## src/rtl/dsp_audio_pkg.sv

```systemverilog
// Shared audio-path types: sample width, channel count and the I2S framer state encoding.
package dsp_audio_pkg;

  localparam int IO_WIDTH     = 24;
  localparam int NUM_LANES    = 4;
  localparam int NUM_CHANNELS = 2 * NUM_LANES;

  typedef logic [IO_WIDTH-1:0] sample_t;

  typedef enum logic [1:0] {
    ST_SYNC  = 2'd0,
    ST_LEFT  = 2'd1,
    ST_RIGHT = 2'd2
  } framer_state_t;

endpackage

```

## src/rtl/i2s_lane_deser.sv

```systemverilog
// One I2S data lane: assembles the current half-frame word and holds the finished left word.
module i2s_lane_deser #(
  parameter int IO_WIDTH = 24,
  parameter int IDX_W    = 5
) (
  input  logic                clk,
  input  logic                reset_n,
  input  logic                clr,
  input  logic                wr_en,
  input  logic [IDX_W-1:0]    wr_idx,
  input  logic                bit_in,
  input  logic                latch_left,
  output logic [IO_WIDTH-1:0] left_word,
  output logic [IO_WIDTH-1:0] cur_word
);

  logic [IO_WIDTH-1:0] shreg;

  // Bits land MSB-first at their final position, so a short half-frame leaves its LSBs zero.
  always_ff @(posedge clk or negedge reset_n) begin
    if (!reset_n) begin
      shreg     <= '0;
      left_word <= '0;
    end else begin
      if (latch_left) left_word <= shreg;
      if (clr) begin
        shreg <= '0;
      end else if (wr_en) begin
        shreg[wr_idx] <= bit_in;
      end
    end
  end

  assign cur_word = shreg;

endmodule

```

## src/rtl/i2s_rx_framer.sv

```systemverilog
// I2S receive framer: synchronizes bclk/lrck/sdata into clk and publishes complete stereo frames.
// Optional macro I2S_RX_ERR_CHECK_EN adds the frame_err short-half-frame flag.
//   state    | meaning
//   ST_SYNC  | waiting for the first lrck falling edge after reset
//   ST_LEFT  | collecting left words of all lanes
//   ST_RIGHT | collecting right words; left words parked in holding registers
module i2s_rx_framer #(
  parameter int IO_WIDTH  = dsp_audio_pkg::IO_WIDTH,
  parameter int NUM_LANES = dsp_audio_pkg::NUM_LANES
) (
  input  logic                 clk,
  input  logic                 reset_n,
  input  logic                 bclk,
  input  logic                 lrck,
  input  logic [NUM_LANES-1:0] sdata,
  output logic [IO_WIDTH-1:0]  audio_inputs [0:2*NUM_LANES-1],
  output logic                 frame_valid
`ifdef I2S_RX_ERR_CHECK_EN
  ,
  output logic                 frame_err
`endif
);

  import dsp_audio_pkg::*;

  localparam int CW    = $clog2(IO_WIDTH + 2);
  localparam int IDX_W = (IO_WIDTH > 1) ? $clog2(IO_WIDTH) : 1;
  localparam int NCH   = 2 * NUM_LANES;

  logic [2:0]           bclk_sync;
  logic [2:0]           lrck_sync;
  logic [NUM_LANES-1:0] sdata_s1;
  logic [NUM_LANES-1:0] sdata_s2;

  logic                 rise_q;
  logic                 chg_q;
  logic                 lr_q;
  logic [NUM_LANES-1:0] bits_q;

  framer_state_t        state;
  logic [CW-1:0]        bit_cnt;
  logic                 in_word;
  logic                 wr_en;
  logic [IDX_W-1:0]     wr_idx;
  logic                 latch_left;

  logic [IO_WIDTH-1:0]  left_words [NUM_LANES];
  logic [IO_WIDTH-1:0]  cur_words  [NUM_LANES];

`ifdef I2S_RX_ERR_CHECK_EN
  logic                 left_short;
`endif

  // Sync stage [1] is compared with [2]; edge events and the sampled bits are registered together.
  always_ff @(posedge clk or negedge reset_n) begin
    if (!reset_n) begin
      bclk_sync <= '0;
      lrck_sync <= '0;
      sdata_s1  <= '0;
      sdata_s2  <= '0;
      rise_q    <= 1'b0;
      chg_q     <= 1'b0;
      lr_q      <= 1'b0;
      bits_q    <= '0;
    end else begin
      bclk_sync <= {bclk_sync[1:0], bclk};
      lrck_sync <= {lrck_sync[1:0], lrck};
      sdata_s1  <= sdata;
      sdata_s2  <= sdata_s1;
      rise_q    <= bclk_sync[1] & ~bclk_sync[2];
      chg_q     <= lrck_sync[1] ^ lrck_sync[2];
      lr_q      <= lrck_sync[1];
      bits_q    <= sdata_s2;
    end
  end

  assign in_word    = (bit_cnt != '0) && (bit_cnt <= CW'(IO_WIDTH));
  assign wr_en      = rise_q && !chg_q && in_word;
  assign wr_idx     = IDX_W'(CW'(IO_WIDTH) - bit_cnt);
  assign latch_left = chg_q && lr_q && (state == ST_LEFT);

  for (genvar k = 0; k < NUM_LANES; k++) begin : g_lane
    i2s_lane_deser #(
      .IO_WIDTH (IO_WIDTH),
      .IDX_W    (IDX_W)
    ) u_deser (
      .clk        (clk),
      .reset_n    (reset_n),
      .clr        (chg_q),
      .wr_en      (wr_en),
      .wr_idx     (wr_idx),
      .bit_in     (bits_q[k]),
      .latch_left (latch_left),
      .left_word  (left_words[k]),
      .cur_word   (cur_words[k])
    );
  end

  // A bclk edge coinciding with an lrck change is index 0 of the new half-frame, so the count restarts at 1.
  always_ff @(posedge clk or negedge reset_n) begin
    if (!reset_n) begin
      state       <= ST_SYNC;
      bit_cnt     <= '0;
      frame_valid <= 1'b0;
      for (int i = 0; i < NCH; i++) audio_inputs[i] <= '0;
`ifdef I2S_RX_ERR_CHECK_EN
      left_short  <= 1'b0;
      frame_err   <= 1'b0;
`endif
    end else begin
      frame_valid <= 1'b0;
`ifdef I2S_RX_ERR_CHECK_EN
      frame_err   <= 1'b0;
`endif
      if (chg_q) begin
        bit_cnt <= rise_q ? CW'(1) : '0;
        case (state)
          ST_SYNC: begin
            if (!lr_q) state <= ST_LEFT;
          end
          ST_LEFT: begin
            if (lr_q) begin
              state <= ST_RIGHT;
`ifdef I2S_RX_ERR_CHECK_EN
              left_short <= (bit_cnt < CW'(IO_WIDTH + 1));
`endif
            end
          end
          ST_RIGHT: begin
            if (!lr_q) begin
              state       <= ST_LEFT;
              frame_valid <= 1'b1;
              for (int k = 0; k < NUM_LANES; k++) begin
                audio_inputs[2*k]   <= left_words[k];
                audio_inputs[2*k+1] <= cur_words[k];
              end
`ifdef I2S_RX_ERR_CHECK_EN
              frame_err <= left_short | (bit_cnt < CW'(IO_WIDTH + 1));
`endif
            end
          end
          default: state <= ST_SYNC;
        endcase
      end else if (rise_q && (bit_cnt != CW'(IO_WIDTH + 1))) begin
        bit_cnt <= bit_cnt + CW'(1);
      end
    end
  end

endmodule

```

## config.mk

```make
export PLATFORM = sky130hd
export DESIGN_NAME = i2s_rx_framer
export DESIGN_NICKNAME = d
export VERILOG_FILES = /design/src/rtl/dsp_audio_pkg.sv /design/src/rtl/i2s_lane_deser.sv /design/src/rtl/i2s_rx_framer.sv
export SDC_FILE = /design/constraint.sdc
export NUM_CORES = 1
export LEC_CHECK = 0
export BUFFER_PORTS_ARGS = -buffer_cell sky130_fd_sc_hd__buf_2
export CAP_MARGIN = 30
export CORE_AREA = 5 5 170 172
export CTS_CLUSTER_DIAMETER = 80
export CTS_CLUSTER_SIZE = 40
export DETAILED_ROUTE_END_ITERATION = 8
export DIE_AREA = 0 0 175 177
export PLACE_DENSITY = 0.81
export SETUP_SLACK_MARGIN = 0.5
export SYNTH_ARGS = -nofsm -noshare
export SYNTH_HDL_FRONTEND = slang
export SYNTH_SLANG_ARGS = --single-unit
```

## constraint.sdc

```tcl
create_clock -name clk -period 5 [get_ports clk]
set_input_delay 1 -clock clk [delete_from_list [all_inputs] [get_ports clk]]
set_output_delay 1 -clock clk [all_outputs]
set_load 0.02 [all_outputs]
```

==> impl_metrics.csv <==
group,metric,value,unit
global_routing,grt_pass1_wl,51580,microns
run_status,status,"finished clean",
floorplan,start_util,58.74,%
detailed_routing,drc,0,
critical_path,rr_worst_depth,4,
floorplan,die_h,177,microns
timing,setup_tns,0,ps
worst_hold_path,hp-class,"reg -> reg",
floorplan,core-area,27320,sq um
cells_and_area,final_cell_mix,"411 x dfrtp_1, 289 x mux2_2, 199 x buf_2",
global_routing,grt_use_total,20.79,%
cells_and_area,nFillCells,2055,
power,power_leakage,9.802,nW
timing,finalCriticalPeriod,2736,ps
critical_path,crit_arrival,3140,ps
cells_and_area,ff_latch_area,10310,sq um
floorplan,io_pins,201,
detailed_routing,wl_per_cell,20.35,microns
synth,seq_area_frac_synth,64.23,%
synth,syn_inst,1046,
timing,setup_viol,0,
clocking,cts_setup_buffers,0,
clocking,clk_path_buf_depth,3,
power,fin_total_pwr,5.391,mW
place,portBuffers,200,
clocking,cts_max_level,1,
cells_and_area,drive_gt1_share,43.95,%
timing,grt_setup_unrepaired,"no",
critical_path,crit_type,"reg -> reg",
detailed_routing,wl,31770,microns
synth,synth_edf_count,0,
cells_and_area,area_delta_synth_final,10.81,%
critical_path,worstSetupEndpointType,"register",
clocking,clkTransAtPathRegs,130,ps
floorplan,row_count,61,
synth,avgSynthCellArea,15.34,sq um
clocking,clk_latency,520,ps
cells_and_area,mostFrequentLayoutCell,"dfrtp_1",
timing,finClkSkew,17.58,ps
timing,worst_slew_pin_slew,1024,ps
cells_and_area,multi_input_area,5396,sq um
timing,final-hold-violation-count,0,
floorplan,die_area,30980,sq um
synth,syn_area,16050,sq um
clocking,cts_tree,"built",
critical_path,rrSetupSlack,2260,ps
synth,yosysWarnings,0,
critical_path,cp.required,5400,ps
flow_run,maxCapViolations,0,
synth,synth_nets,1059,
clocking,cts_resized,0,
place,gp_congestion,0.7887,
timing,finalHoldWorstSlack,358.5,ps
timing,fmax,365.4,MHz
synth,yosys_most_used_dff,"dfrtp_1",
timing,worst_slack,2264,ps
detailed_routing,dr.first_iter.drc_count,466,
clocking,root_buffer,"clkbuf_16",
worst_hold_path,whs_path_depth,0,
power,ir_worst_vdd,0.2581,mV
timing,slew_headroom,31.70,%
synth,ys_ff_latch,412,
cells_and_area,final_util,65.09,%
global_routing,grt_max_degree,140,
timing,slew_viol_final,0,
cells_and_area,diodes,0,
synth,async_flop_share,100.0,%
synth,synth_cell_type_count,36,
timing,fin_crit_sh,54.73,%
critical_path,start_kind,"register",
cells_and_area,nNetsFinal,1221,
power,cellPowerDensity,303.1,nW/um^2
detailed_routing,viasPerCell,5.566,
place,dp_hpwl,20830,microns
global_routing,antenna_found_initial,0,
clocking,cts.sinks,412,
detailed_routing,ant_nets,0,
detailed_routing,drtPass1Iterations,5,
floorplan,die_x,175,microns
clocking,postCtsHoldBufs,0,
global_routing,gr-total-overflow,0,
clocking,numCtsBuffers,15,
critical_path,worstPathMaxFanout,139,
detailed_routing,vias,8689,
global_routing,grt_pass1_vias,9038,
place,detailedPlace.worstSlack,2359,ps
## path summary, 6_finish.rpt
check,startpoint,end
setup / recovery,chg_q$_DFF_PN0_,audio_inputs[160]$_DFFE_PN0P_
hold / removal,sdata_s2[0]$_DFF_PN0_,bits_q[0]$_DFF_PN0_
setup reg to reg,chg_q$_DFF_PN0_,audio_inputs[160]$_DFFE_PN0P_
hold reg to reg,sdata_s2[0]$_DFF_PN0_,bits_q[0]$_DFF_PN0_
max in group asynchronous,reset_n,g_lane[3].u_deser.left_word[22]$_DFFE_PN0P_
min in group asynchronous,reset_n,audio_inputs[82]$_DFFE_PN0P_
## kinds of logic after synthesis
logic type | after synthesis | share of synthesized area [%]
xor+xnor | 4 | 0.2183
flops | 412 | 64.23
mux | 386 | 26.33
compound gates | 14 | 0.7172
fa+ha+maj | 5 | 0.3898
buf+inv | 67 | 2.175
simple gates | 158 | 5.940
## area by class of cell
type                       count  share of cell area, %
tap                          346                  2.434
timing repair buffer         209                  6.388
inverter                       3                0.06331
multi-input combinational    567                  30.34
clock inverter                 8                 0.5980
clock buffer                  16                  2.188
sequential                   412                  57.99
## sequential cells by signal, summed over array words and instances, names as in the netlist
name	flops
audio_inputs	192
bclk_sync	3
bit_cnt	5
bits_q	4
chg_q	1
frame_valid	1
g_lane.u_deser.cur_word	96
g_lane.u_deser.left_word	96
lr_q	1
lrck_sync	2
rise_q	1
sdata_s1	4
sdata_s2	4
state	2
## critical path, stage by stage (launching register included)
cell     delay (ps)
dfrtp_4        1030
nand2_1         130
nor3_2          250
buf_12          430
mux2_2          410
## where the power goes
part	leakage, nW	total [mW]	internal, mW	switching (mW)
registers	5.71	3.40	3.36	0.0412
clock network	0.238	1.67	0.657	1.02
logic	3.86	0.319	0.124	0.195
total	9.80	5.39	4.14	1.25
## Yosys cell counts (2+ instances only)
library cell  instances  area share [%]
nor2b_4               4            0.34
dfrtp_1             412              64
nor3_1                2           0.062
ha_1                  5            0.39
inv_1                 3           0.070
xor2_1                3            0.16
mux2_2              289              20
a31o_2                2            0.11
a21oi_1               2           0.062
nand2b_1            102             4.0
nor2_1                4           0.094
nand4_1               2           0.078
nand3_1               2           0.062
mux2i_1              97             6.0
o211ai_1              2           0.094
clkbuf_1             31            0.72
nand2_1              30            0.70
and4_1                4            0.22
nor2b_1               2           0.078
buf_6                 9            0.63
buf_2                24            0.75
## metal layers
metal  vias up  track usage [%]  wire (microns)  part of all wire [%]
met5         -                0               0                     0
met4         0            4.714             689                   2.2
met3        39            4.080            1645                   5.2
met2       186            34.39           15470                    49
met1      4533            29.12           13960                    44
li1       3931                -               -                     -
## through the flow
stage / area (sq um) / cells
floorplan: 16050 / 1046
global placement: 17280 / 1536
detailed placement: 17290 / 1537
CTS: 17790 / 1561
global route: 17790 / 1561
finish: 17790 / 1561
No activity file was read; power rests on OpenSTA's default activity.
